==> config.mk <==
export PLATFORM = sky130hd
export DESIGN_NAME = obi_rsp_pipe_flat
export DESIGN_NICKNAME = d
export VERILOG_FILES = /design/src/rtl/obi_rsp_pipe_if.sv /design/src/rtl/obi_rsp_pipe.sv /design/src/flat_wrapper.sv
export SDC_FILE = /design/constraint.sdc
export NUM_CORES = 1
export LEC_CHECK = 0
export BUFFER_PORTS_ARGS = -buffer_cell sky130_fd_sc_hd__buf_2
export CAP_MARGIN = 30
export CORE_MARGIN = 5
export CORE_UTILIZATION = 49
export DETAILED_ROUTE_END_ITERATION = 10
export HOLD_SLACK_MARGIN = 0.15
export MAX_ROUTING_LAYER = met4
export PLACE_DENSITY_LB_ADDON = 0.1
export SLEW_MARGIN = 0
export SYNTH_ARGS = -nofsm -noshare
export SYNTH_HDL_FRONTEND = slang
export SYNTH_SLANG_ARGS = --single-unit
==> constraint.sdc <==
create_clock -name clk_i -period 3.63 [get_ports clk_i]
set_clock_uncertainty 0.1 [all_clocks]
set_input_delay 0 -clock clk_i [delete_from_list [all_inputs] [get_ports clk_i]]
set_output_delay 0 -clock clk_i [all_outputs]
set_load 0.02 [all_outputs]
==> src/rtl/obi_rsp_pipe_if.sv <==
// Bus bundle between the core-side response pipe and the downstream OBI port.
// Handshake: req_accept_i is a completed req&&gnt beat; rsp_rvalid_i/core_rvalid_o are single-cycle valid pulses with no ready.
interface obi_rsp_pipe_if #(
  parameter int unsigned DW = 32
);
  logic          req_accept_i;
  logic          rsp_rvalid_i;
  logic [DW-1:0] rsp_rdata_i;
  logic          core_rvalid_o;
  logic [DW-1:0] core_rdata_o;
  logic          req_block_o;

  modport slave (
    input  req_accept_i,
    input  rsp_rvalid_i,
    input  rsp_rdata_i,
    output core_rvalid_o,
    output core_rdata_o,
    output req_block_o
  );

  modport master (
    output req_accept_i,
    output rsp_rvalid_i,
    output rsp_rdata_i,
    input  core_rvalid_o,
    input  core_rdata_o,
    input  req_block_o
  );
endinterface

==> src/rtl/obi_rsp_pipe.sv <==
// OBI response pipe: tracks outstanding requests, drops responses owed to a flushed stream.
// Define OBI_RSP_PROTO_CHK_EN to build the sticky protocol-violation checker.
module obi_rsp_pipe #(
  parameter int unsigned MAX_OUTST = 2,
  parameter int unsigned DW        = 32
) (
  input  logic       clk_i,
  input  logic       rst_ni,
  input  logic       clear_pipeline_i,
  obi_rsp_pipe_if.slave bus,
  output logic [3:0] outst_o,
  output logic       protocol_err_o,
  output logic [1:0] dbg_state_o
);

  localparam logic [3:0] MAX = 4'(MAX_OUTST);

  typedef enum logic [1:0] {
    IDLE   = 2'd0,
    ACTIVE = 2'd1,
    FLUSH  = 2'd2
  } state_t;

  state_t        state, state_nxt;
  logic [3:0]    count, count_nxt;
  logic [4:0]    drop, drop_nxt;
  logic          acc, rv, stray, fwd, cnt_inc, cnt_dec;
  logic          rvalid_q;
  logic [DW-1:0] rdata_q;

  assign acc = bus.req_accept_i;
  assign rv  = bus.rsp_rvalid_i;

  // A response is stray only outside FLUSH: there, drop_cnt may exceed count after an over-limit clear.
  assign stray   = rv && (count == 4'd0) && !acc && (state != FLUSH);
  assign cnt_inc = acc && !rv && (count != MAX);
  assign cnt_dec = rv && !acc && (count != 4'd0);
  assign fwd     = rv && !stray && !clear_pipeline_i && (state != FLUSH);

  always_comb begin
    count_nxt = count;
    drop_nxt  = drop;
    state_nxt = state;
    if (cnt_inc) count_nxt = count + 4'd1;
    else if (cnt_dec) count_nxt = count - 4'd1;

    if (clear_pipeline_i) begin
      // Same-cycle accept belongs to the old stream; same-cycle response is consumed by it.
      drop_nxt  = 5'(count) + 5'(acc) - 5'(rv && ((count != 4'd0) || acc));
      state_nxt = (drop_nxt != 5'd0) ? FLUSH : IDLE;
    end else if (state == FLUSH) begin
      if (rv) drop_nxt = drop - 5'd1;
      if (drop_nxt != 5'd0) state_nxt = FLUSH;
      else state_nxt = (count_nxt != 4'd0) ? ACTIVE : IDLE;
    end else begin
      state_nxt = (count_nxt != 4'd0) ? ACTIVE : IDLE;
    end
  end

  always_ff @(posedge clk_i or negedge rst_ni) begin
    if (!rst_ni) begin
      state    <= IDLE;
      count    <= 4'd0;
      drop     <= 5'd0;
      rvalid_q <= 1'b0;
      rdata_q  <= '0;
    end else begin
      state    <= state_nxt;
      count    <= count_nxt;
      drop     <= drop_nxt;
      rvalid_q <= fwd;
      if (fwd) rdata_q <= bus.rsp_rdata_i;
    end
  end

  assign bus.core_rvalid_o = rvalid_q;
  assign bus.core_rdata_o  = rdata_q;
  assign bus.req_block_o   = (count == MAX);
  assign outst_o           = count;
  assign dbg_state_o       = state;

`ifdef OBI_RSP_PROTO_CHK_EN
  logic overflow;
  logic perr_q;

  assign overflow = acc && !rv && (count == MAX);

  always_ff @(posedge clk_i or negedge rst_ni) begin
    if (!rst_ni) perr_q <= 1'b0;
    else if (stray || overflow) perr_q <= 1'b1;
  end

  assign protocol_err_o = perr_q;
`else
  assign protocol_err_o = 1'b0;
`endif

endmodule

==> src/flat_wrapper.sv <==
// flat-port wrapper written by rule: the top's interface ports become plain ports
module obi_rsp_pipe_flat 
#(
  parameter int unsigned MAX_OUTST = 2,
  parameter int unsigned DW        = 32
)
  (clk_i, rst_ni, clear_pipeline_i, outst_o, protocol_err_o, dbg_state_o, bus_req_accept_i, bus_rsp_rvalid_i, bus_rsp_rdata_i, bus_core_rvalid_o, bus_core_rdata_o, bus_req_block_o);
  obi_rsp_pipe_if #(.DW(DW)) bus_i ();
  input  logic clk_i;
  input  logic rst_ni;
  input  logic clear_pipeline_i;
  output logic [3:0] outst_o;
  output logic protocol_err_o;
  output logic [1:0] dbg_state_o;
  input wire logic [$bits(bus_i.req_accept_i)-1:0] bus_req_accept_i;
  input wire logic [$bits(bus_i.rsp_rvalid_i)-1:0] bus_rsp_rvalid_i;
  input wire logic [$bits(bus_i.rsp_rdata_i)-1:0] bus_rsp_rdata_i;
  output wire logic [$bits(bus_i.core_rvalid_o)-1:0] bus_core_rvalid_o;
  output wire logic [$bits(bus_i.core_rdata_o)-1:0] bus_core_rdata_o;
  output wire logic [$bits(bus_i.req_block_o)-1:0] bus_req_block_o;
  assign bus_i.req_accept_i = bus_req_accept_i;
  assign bus_i.rsp_rvalid_i = bus_rsp_rvalid_i;
  assign bus_i.rsp_rdata_i = bus_rsp_rdata_i;
  assign bus_core_rvalid_o = bus_i.core_rvalid_o;
  assign bus_core_rdata_o = bus_i.core_rdata_o;
  assign bus_req_block_o = bus_i.req_block_o;
  obi_rsp_pipe #(.MAX_OUTST(MAX_OUTST), .DW(DW)) u_core (.clk_i(clk_i), .rst_ni(rst_ni), .clear_pipeline_i(clear_pipeline_i), .bus(bus_i), .outst_o(outst_o), .protocol_err_o(protocol_err_o), .dbg_state_o(dbg_state_o));
endmodule
==> summary.txt, run 1 <==
Yosys
  • Most common cell in the netlist: dfrtp_1
  • Number of distinct library cells after synthesis: 35
  • Post-synth top flop: dfrtp_1
  • Commonest cells in the netlist: dfrtp_1, mux2_2, ha_1
  • Post-synth ARST share: 1.000
  • Post-synth top area share: 0.5219
  • Total of warnings raised by yosys: 0
  • Syn_area_per_cell: 12.94 µm²
  • Synth area leaders: dfrtp_1, mux2_2, ha_1
  • Biggest area consumer among synthesized cells: dfrtp_1
  • Seq cells post-synth: 44
  • Syn Inst Count: 163
  • Post-synthesis sequential area ratio: 0.5219
  • Synthesized area: 0.002110 mm²
  • Post-synth EDFFs: 0
  • Mapped Nets: 214

Clock tree
  • CTS root buffer: clkbuf_8
  • CTS Sinks: 44
  • CTS clk-pin slew, worst paths: 0.08 ns
  • Number of buffers created by CTS: 5
  • H-tree Lvls: 2
  • Worst skew pair latency: 0.29 ns
  • TritonCTS clock tree: done
  • Post-CTS sizing: 0
  • CTS max path bufs: 2

STA
  • Crit path time final: 3.054 ns
  • RSZ-0062 raised after global routing: false
  • Setup violators final: 0
  • Max Clk Rate: 0.3274 GHz
  • Hold Violations, Final: 0
  • Post-route clock period utilization: 0.8414
  • Setup TNS after final layout: 0 ns
  • Worst hold slack: 0.3685 ns
  • Pins over their slew limit: 0

Worst setup path
  • Reg-to-reg startpoint: u_core.outst_o[1]
  • Critical Path Start: u_core.outst_o[1]
  • Reg2reg setup slack: 0.58 ns
  • Worst-path cell chain: inv_1 > ha_1 > a31oi_1 > ha_1 > inv_1 > ha_1 > inv_1 > fa_1 > mux2i_1 > dlygate4sd3_1
  • Worst r2r path cells: 10
  • Crit-path max cell delay: 0.56 ns
  • Setup CP Type: flop to flop
  • Worst path top cell family by delay: adder cells
  • CP max stage cell: dlygate4sd3_1
  • Reg2Reg Capture Point: u_core.drop[1]
  • Crit end category: flop
  • CP endpoint: u_core.drop[1]
  • Type of origin of the critical path: flop
  • WP data arrival: 3.12 ns
  • Worst EP required: 3.70 ns
  • CP max FO: 8
  • Bufs and invs on worst path: 4
  • Stages on worst setup path: 10

Pwr
  • Power per Cell Area: 845.9 mW/mm²
  • Seq pwr share: 0.348
  • Clock share of power: 0.116
  • Switch Pwr: 1076 µW
  • Leakage: 0.001494 µW
  • Switching Share: 0.4195
  • Combinational Power Share: 0.536
  • Final total power: 2564 µW
  • Maximum vdd drop: 479.5 µV
  • Internal power: 1489 µW

GRT
  • First-pass GRT wire length: 8.010 mm
  • Total gr overflow: 0
  • Initial antenna violation count: 0
  • GRT Total Usage: 0.1944
  • Largest net degree at the start of global routing: 42
  • Vias in the first global route: 1706

Place
  • Placer Congestion: 0.7633
  • Port Buf Inserts: 76
  • Hpwl dp: 3.359 mm

Final layout
  • Share of cells above drive strength 1: 0.4311
  • Area Overhead vs Synth: 43.71%
  • Final nets: 333

Detailed routing
  • Via-to-Cell Ratio: 4.862
  • # DRC: 0
  • Wire per inst: 14.77 µm
  • Routed WL: 4.934 mm
  • First-pass detailed-route iteration total: 4
  • Vias: 1624
  • Drt initial violations: 49
  • ANT nets after route: 0

Die
  • Row count: 23
  • Initial Util: 0.5162
  • Core area: 0.004086 mm²
  • Die area: 0.005718 mm²
  • Die span in x: 75.62 µm
  • Num ports: 78
  • Die Height: 75.62 µm

Flow run
  • Max-cap violations: 0

Status
  • Outcome: completed

Min path
  • HP Class: primary input to flop
==> metal layers <==
| metal | track usage | wire length, µm | vias to the layer above |
|---|---|---|---|
| met2 | 0.3317 | 2558 | 44 |
| met3 | 0.04749 | 254 | 5 |
| met5 | - | 0 | - |
| li1 | - | - | 806 |
| met4 | 0.04660 | 44 | 0 |
| met1 | 0.2321 | 2077 | 769 |
==> power groups by stage <==
| stage | combinational, µW | clock (µW) | sequential (µW) |
|---|---|---|---|
| 2_1_floorplan | 664 | 0 | 1160 |
| 3_3_place_gp | 1320 | 0 | 889 |
| 3_5_place_dp | 1330 | 0 | 901 |
| 4_1_cts | 1390 | 308 | 892 |
| 5_1_grt | 1510 | 327 | 933 |
| 6_report | 1370 | 297 | 893 |
==> flip-flops by register name, summed over array words and instances, names as in the netlist <==
name                      flops
u_core.bus.core_rdata_o      32
u_core.bus.core_rvalid_o      1
u_core.dbg_state_o            2
u_core.drop                   5
u_core.outst_o                4
==> worst min-delay path: cells and delay by family <==
kind	cells	cell delay (ns)
buf+inv	2	0.60
mux	1	0.13
==> layout make-up <==
cell class              instances  area, µm²
repair buffers                117      798.3
clock buffers                   7      76.32
clock inverters                 1      8.758
flip-flops and latches         44       1101
diodes                          1      2.502
fillers                       276       1055
well taps                      50      62.56
multi-input cells             101      933.4
inverters                      13      48.80
==> logic make-up after synthesis <==
group / Yosys count / synth area share
XOR/XNOR: 11 / 0.04567
multiplexers: 33 / 0.1756
buffers and inverters: 18 / 0.03558
flip-flops: 44 / 0.5219
AND/OR/NAND/NOR: 20 / 0.05694
adder cells (fa/ha/maj): 14 / 0.08660
AO/OA/AOI/OAI: 22 / 0.07592
other: 1 / 0.001778
==> stage by stage <==
stage,setup slack [ns],cell area (µm²),std cells,util
3_3_place_gp,0.7173,2534,285,0.6200
2_1_floorplan,0.7430,2110,163,-
6_report,0.5759,3032,334,0.7419
5_1_grt,0.3426,3029,333,0.7413
3_5_place_dp,0.6751,2554,286,0.6249
4_1_cts,0.5951,3029,333,0.7413
==> how the worst min path moves through the flow <==
stage / startpoint / to / slack, ns / depth (start not counted)
2_1_floorplan: rst_ni / u_core.bus.core_rdata_o[0] / -0.40 / 0
3_3_place_gp: rst_ni / u_core.bus.core_rdata_o[31] / 0.11 / 1
3_5_place_dp: rst_ni / u_core.drop[0] / -0.27 / 1
4_1_cts: bus_rsp_rdata_i[13] / u_core.bus.core_rdata_o[13] / 0.36 / 3
5_1_grt: bus_rsp_rdata_i[13] / u_core.bus.core_rdata_o[13] / 0.37 / 3
6_report: bus_rsp_rdata_i[20] / u_core.bus.core_rdata_o[20] / 0.37 / 3
==> what timing repair did <==
item,4_1_cts,5_1_grt
setup buffers,0,0
hold endpoints to repair,84,0
hold buffers,39,0
==> cells in the final DEF (no fill, tap or decap), types with 2 or more instances in the layout <==
master / count
nand2_1: 5
o21bai_1: 3
clkbuf_8: 5
nor4_1: 2
inv_1: 12
a21oi_1: 6
xnor2_1: 8
mux2_2: 32
ha_1: 13
dfrtp_1: 44
a31oi_1: 2
clkbuf_1: 2
nor4b_1: 2
dlygate4sd3_1: 39
nor2_1: 4
o21ai_0: 4
buf_2: 76
xor2_1: 3
Power figures use the tool's default switching activity.
==> inputs of run 2 (changes only) <==
Clock period 3.63 ns to 2.9 ns, I/O delays scaled along.
==> summary.txt, run 2 (synthesis gave the netlist of run 1 again) <==
Die
  • Num ports: 78
  • Row count: 23
  • Die span in x: 75.62 µm
  • Die area: 0.005718 mm²
  • Die Height: 75.62 µm
  • Initial Util: 0.5162
  • Core area: 0.004086 mm²

Place
  • Post-Place Cell Area: 0.002591 mm²
  • Port Buf Inserts: 76
  • Post-Place Worst Slack: 0.1139 ns
  • Hpwl dp: 3.412 mm
  • Dpl cells: 290
  • Placer Congestion: 0.8556

Status
  • Outcome: completed

GRT
  • Total gr overflow: 0
  • First-pass GRT wire length: 8.148 mm
  • Vias in the first global route: 1744
  • Largest net degree at the start of global routing: 34
  • GRT Total Usage: 0.1969
  • Initial antenna violation count: 0

Final layout
  • Final non-filler cell total: 338
  • Diode count: 0
  • FF+latch area: 0.001102 mm²
  • Commonest cells after routing, fill and taps aside: buf_2, dfrtp_1, dlygate4sd3_1
  • Commonest non-fill, non-tap cell in the layout: buf_2
  • Area Overhead vs Synth: 47.33%
  • Area of the multi-input gates: 942.2 µm²
  • Final nets: 339
  • Share of cells above drive strength 1: 0.4618
  • Final instance area: 0.003108 mm²
  • Fillers: 269
  • Max FFs per register: 32

Detailed routing
  • # DRC: 0
  • Drt initial violations: 81
  • ANT nets after route: 0
  • Via-to-Cell Ratio: 4.956
  • Vias: 1675
  • First-pass detailed-route iteration total: 3
  • Routed WL: 5.093 mm
  • Wire per inst: 15.07 µm

Pwr
  • Combinational Power Share: 0.555
  • Internal power: 1913 µW
  • Switch Pwr: 1376 µW
  • Switching Share: 0.4183
  • Leakage: 0.001529 µW
  • Seq pwr share: 0.333
  • Power per Cell Area: 1058 mW/mm²
  • Clock share of power: 0.111
  • Maximum vdd drop: 593.6 µV

Clock tree
  • Worst skew pair latency: 0.28 ns
  • H-tree Lvls: 2
  • TritonCTS clock tree: done
  • Number of buffers created by CTS: 5
  • CTS Sinks: 44
  • CTS max path bufs: 2
  • CTS clk-pin slew, worst paths: 0.08 ns
  • CTS root buffer: clkbuf_8

STA
  • Crit path time final: 2.729 ns
  • Post-route clock period utilization: 0.9410
  • Final WS setup: 0.1710 ns
  • Pins over their slew limit: 0
  • Setup violators final: 0
  • Max Clk Rate: 0.3664 GHz
  • Hold Violations, Final: 0

Worst setup path
  • Reg-to-reg startpoint: u_core.outst_o[2]
  • Worst EP required: 2.98 ns
  • Setup CP Type: flop to flop
  • Reg2Reg Capture Point: u_core.drop[1]
  • WP data arrival: 2.80 ns
  • Reg2reg setup slack: 0.17 ns
  • CP max FO: 4
  • Worst r2r path cells: 10
  • Crit end category: flop
  • Type of origin of the critical path: flop

Min path
  • WHS Endpoint: u_core.bus.core_rdata_o[2]
  • WHS Path Cells: 3
  • Hold path startpoint: bus_rsp_rdata_i[2]
  • HP Class: primary input to flop

Flow run
  • Max-cap violations: 0
run 2: worst max path at each step:
| stage | from | endpoint | slack [ns] | cells past startpoint |
|---|---|---|---|---|
| after floorplan | u_core.outst_o[1] | u_core.drop[4] | 0.01 | 13 |
| after global placement | u_core.outst_o[2] | u_core.drop[4] | 0.20 | 13 |
| after detailed placement | u_core.outst_o[2] | u_core.drop[4] | 0.11 | 13 |
| after CTS | u_core.outst_o[2] | u_core.drop[1] | 0.06 | 10 |
| after global routing | u_core.outst_o[2] | u_core.drop[4] | -0.009 | 13 |
| final | u_core.outst_o[2] | u_core.drop[1] | 0.17 | 10 |
run 2: layout make-up:
type	count	share of cell area
Multi-Input combinational cell	101	0.3031
Inverter	13	0.01570
Timing Repair Buffer	123	0.2802
Tap cell	50	0.02013
Clock buffer	5	0.02214
Sequential cell	44	0.3547
Clock inverter	2	0.004026
run 2: through the flow:
step | hold slack (ns) | TNS, ns | util | power (µW)
global route | 0.3754 | -0.008888 | 0.7606 | 3534
finish | 0.3757 | 0 | 0.7606 | 3289
CTS | 0.3622 | 0 | 0.7495 | 3273
floorplan | -0.3956 | 0 | - | 2283
global placement | 0.1308 | 0 | 0.6274 | 2804
detailed placement | -0.09300 | 0 | 0.6341 | 2842
run 2: per-layer routing:
layer / GRT usage / vias to the layer above / share of wire
met3: 0.03562 / 12 / 0.043
met1: 0.2532 / 800 / 0.42
met2: 0.3116 / 53 / 0.51
met5: - / - / 0
met4: 0.07379 / 0 / 0.027
li1: - / 810 / -
run 2: worst max-delay path, stage by stage (launching register included):
cell and delay (ns):
dfrtp_2 0.41, inv_1 0.12, ha_1 0.20, a31oi_2 0.10
ha_1 0.28, inv_1 0.06, ha_1 0.15, inv_1 0.05
fa_1 0.50, mux2i_1 0.07, dlygate4sd3_1 0.55
run 2: power by group through the flow:
stage	clock network [µW]	logic (µW)	registers [µW]
finish	366	1830	1100
global placement	0	1710	1090
floorplan	0	831	1450
detailed placement	0	1740	1100
CTS	377	1800	1090
global route	396	2000	1140
run 2: what timing repair did:
action                                  in CTS  in global routing
endpoints found under the setup margin       0                  3
hold buffers                                39                  0
endpoints found under the hold margin       85                  0
setup buffers                                0                  1
gates resized for setup                      0                  4
==> inputs of run 3 (changes only) <==
Settings changed: CORE_UTILIZATION 49 to 46, GPL_TIMING_DRIVEN set to 0.
==> summary.txt, run 3 (synthesis gave the netlist of run 1 again) <==
Worst setup path
  • Stages on worst setup path: 13
  • Worst EP required: 2.98 ns
  • CP max FO: 4
  • Setup CP Type: flop to flop
  • Crit-path max cell delay: 0.41 ns
  • Worst path top cell family by delay: adder cells
  • Bufs and invs on worst path: 3
  • CP max stage cell: dfrtp_1
  • Type of origin of the critical path: flop
  • Crit end category: flop
  • WP data arrival: 2.78 ns
  • Worst-path cell chain: inv_2 > ha_4 > a31oi_4 > ha_1 > inv_1 > ha_1 > inv_1 > fa_1 > o21bai_1 > a21oi_1 > xnor2_1 > a21oi_1 > a21o_1
  • Worst r2r path cells: 13

Min path
  • WHS Path Cells: 3
  • HP Class: primary input to flop

Die
  • Die area: 0.006040 mm²
  • Die span in x: 77.72 µm
  • Core area: 0.004414 mm²
  • Num ports: 78
  • Initial Util: 0.4779
  • Row count: 24
  • Die Height: 77.72 µm

GRT
  • Initial antenna violation count: 0
  • First-pass GRT wire length: 8.107 mm
  • GRT Total Usage: 0.1707
  • Total gr overflow: 0
  • Vias in the first global route: 1683
  • Largest net degree at the start of global routing: 45

Clock tree
  • CTS max path bufs: 2
  • H-tree Lvls: 2
  • Worst skew pair latency: 0.29 ns
  • TritonCTS clock tree: done
  • CTS Sinks: 44
  • CTS root buffer: clkbuf_8
  • CTS clk-pin slew, worst paths: 0.09 ns
  • Number of buffers created by CTS: 5

Flow run
  • Max-cap violations: 0

Final layout
  • Max FFs per register: 32
  • Commonest cells after routing, fill and taps aside: buf_2, dfrtp_1, dlygate4sd3_1
  • Commonest non-fill, non-tap cell in the layout: buf_2
  • Fillers: 322
  • Final nets: 341
  • Share of cells above drive strength 1: 0.4845
  • Area Overhead vs Synth: 48.52%
  • Final non-filler cell total: 343
  • Diode count: 0

Detailed routing
  • Routed WL: 5.065 mm
  • ANT nets after route: 0
  • First-pass detailed-route iteration total: 4
  • Via-to-Cell Ratio: 4.700
  • Vias: 1612
  • Wire per inst: 14.77 µm
  • # DRC: 0
  • Drt initial violations: 65

STA
  • Pins over their slew limit: 0
  • Max Clk Rate: 0.3713 GHz
  • Post-route clock period utilization: 0.9286
  • Crit path time final: 2.693 ns
  • Setup violators final: 0
  • RSZ-0062 raised after global routing: false
  • Hold Violations, Final: 0
  • Setup TNS after final layout: 0 ns

Pwr
  • Leakage: 0.001520 µW
  • Power per Cell Area: 1068 mW/mm²
  • Maximum vdd drop: 720.8 µV

Place
  • Hpwl dp: 3.217 mm
  • Port Buf Inserts: 76
  • Placer Congestion: 0.7747
  • Dpl cells: 291

Status
  • Outcome: completed
[run 3: cell types whose count changed in the layout (fill, tap and decap cells not counted), moves of 2 or more]
cell	previous run	this run
buf_16	2	0
buf_2	76	79
ha_4	0	2
inv_1	11	8
inv_2	2	5
[run 3: tightest hold or removal path, stage by stage]
cell and delay, ns:
dlygate4sd3_1 0.52, buf_2 0.09, mux2_2 0.12
[run 3: layer usage]
| metal | vias up | track usage | part of all wire |
|---|---|---|---|
| met4 | 0 | 0.03780 | 0.011 |
| li1 | 814 | - | - |
| met3 | 8 | 0.03819 | 0.059 |
| met1 | 736 | 0.2169 | 0.44 |
| met2 | 54 | 0.2788 | 0.49 |
| met5 | - | - | 0 |
[run 3: final cells by class]
cell class	instances	area, µm²	area share
flip-flops and latches	44	1104	0.3522
clock inverters	2	15.01	0.004792
inverters	13	48.80	0.01558
clock buffers	6	82.58	0.02636
multi-input cells	101	973.4	0.3107
well taps	52	65.06	0.02077
repair buffers	120	818.3	0.2612
plain buffers	5	26.28	0.008387
[run 3: repair_timing]
| item | CTS | global route |
|---|---|---|
| pin swaps | 0 | 2 |
| setup buffers | 2 | 3 |
| hold buffers | 37 | 1 |
| endpoints found under the setup margin | 2 | 2 |
| endpoints found under the hold margin | 85 | 3 |
| gates resized for setup | 3 | 9 |
[run 3: per-stage QoR]
stage          hold WS [ns]  total power, µW  instance area (µm²)    util  setup WS [ns]
6_report             0.3677             3346                 3133  0.7098         0.2070
3_3_place_gp         0.1055             2758                 2555  0.5788        -0.2411
3_5_place_dp         0.1020             2776                 2555  0.5788        -0.2389
5_1_grt              0.3636             3602                 3133  0.7098       0.008585
4_1_cts              0.3242             3261                 3047  0.6902       0.006619
2_1_floorplan       -0.3956             2283                 2110       -        0.01297
[run 3: path summary, 6_finish.rpt]
kind	start	to	slack [ns]
min in group asynchronous	rst_ni	u_core.drop[2]	0.51
max in group asynchronous	rst_ni	u_core.outst_o[0]	1.75
worst max register to register	u_core.outst_o[3]	u_core.drop[4]	0.21
worst min-delay path	bus_rsp_rdata_i[3]	u_core.bus.core_rdata_o[3]	0.37
worst max-delay path	u_core.outst_o[3]	u_core.drop[4]	0.21
worst min register to register	u_core.bus.core_rdata_o[13]	u_core.bus.core_rdata_o[13]	0.40
[run 3: power by group]
group          leakage [µW]  internal [µW]  switching [µW]
sequential         0.000523            927             178
clock             0.0000434            193             206
combinational      0.000954            839            1000
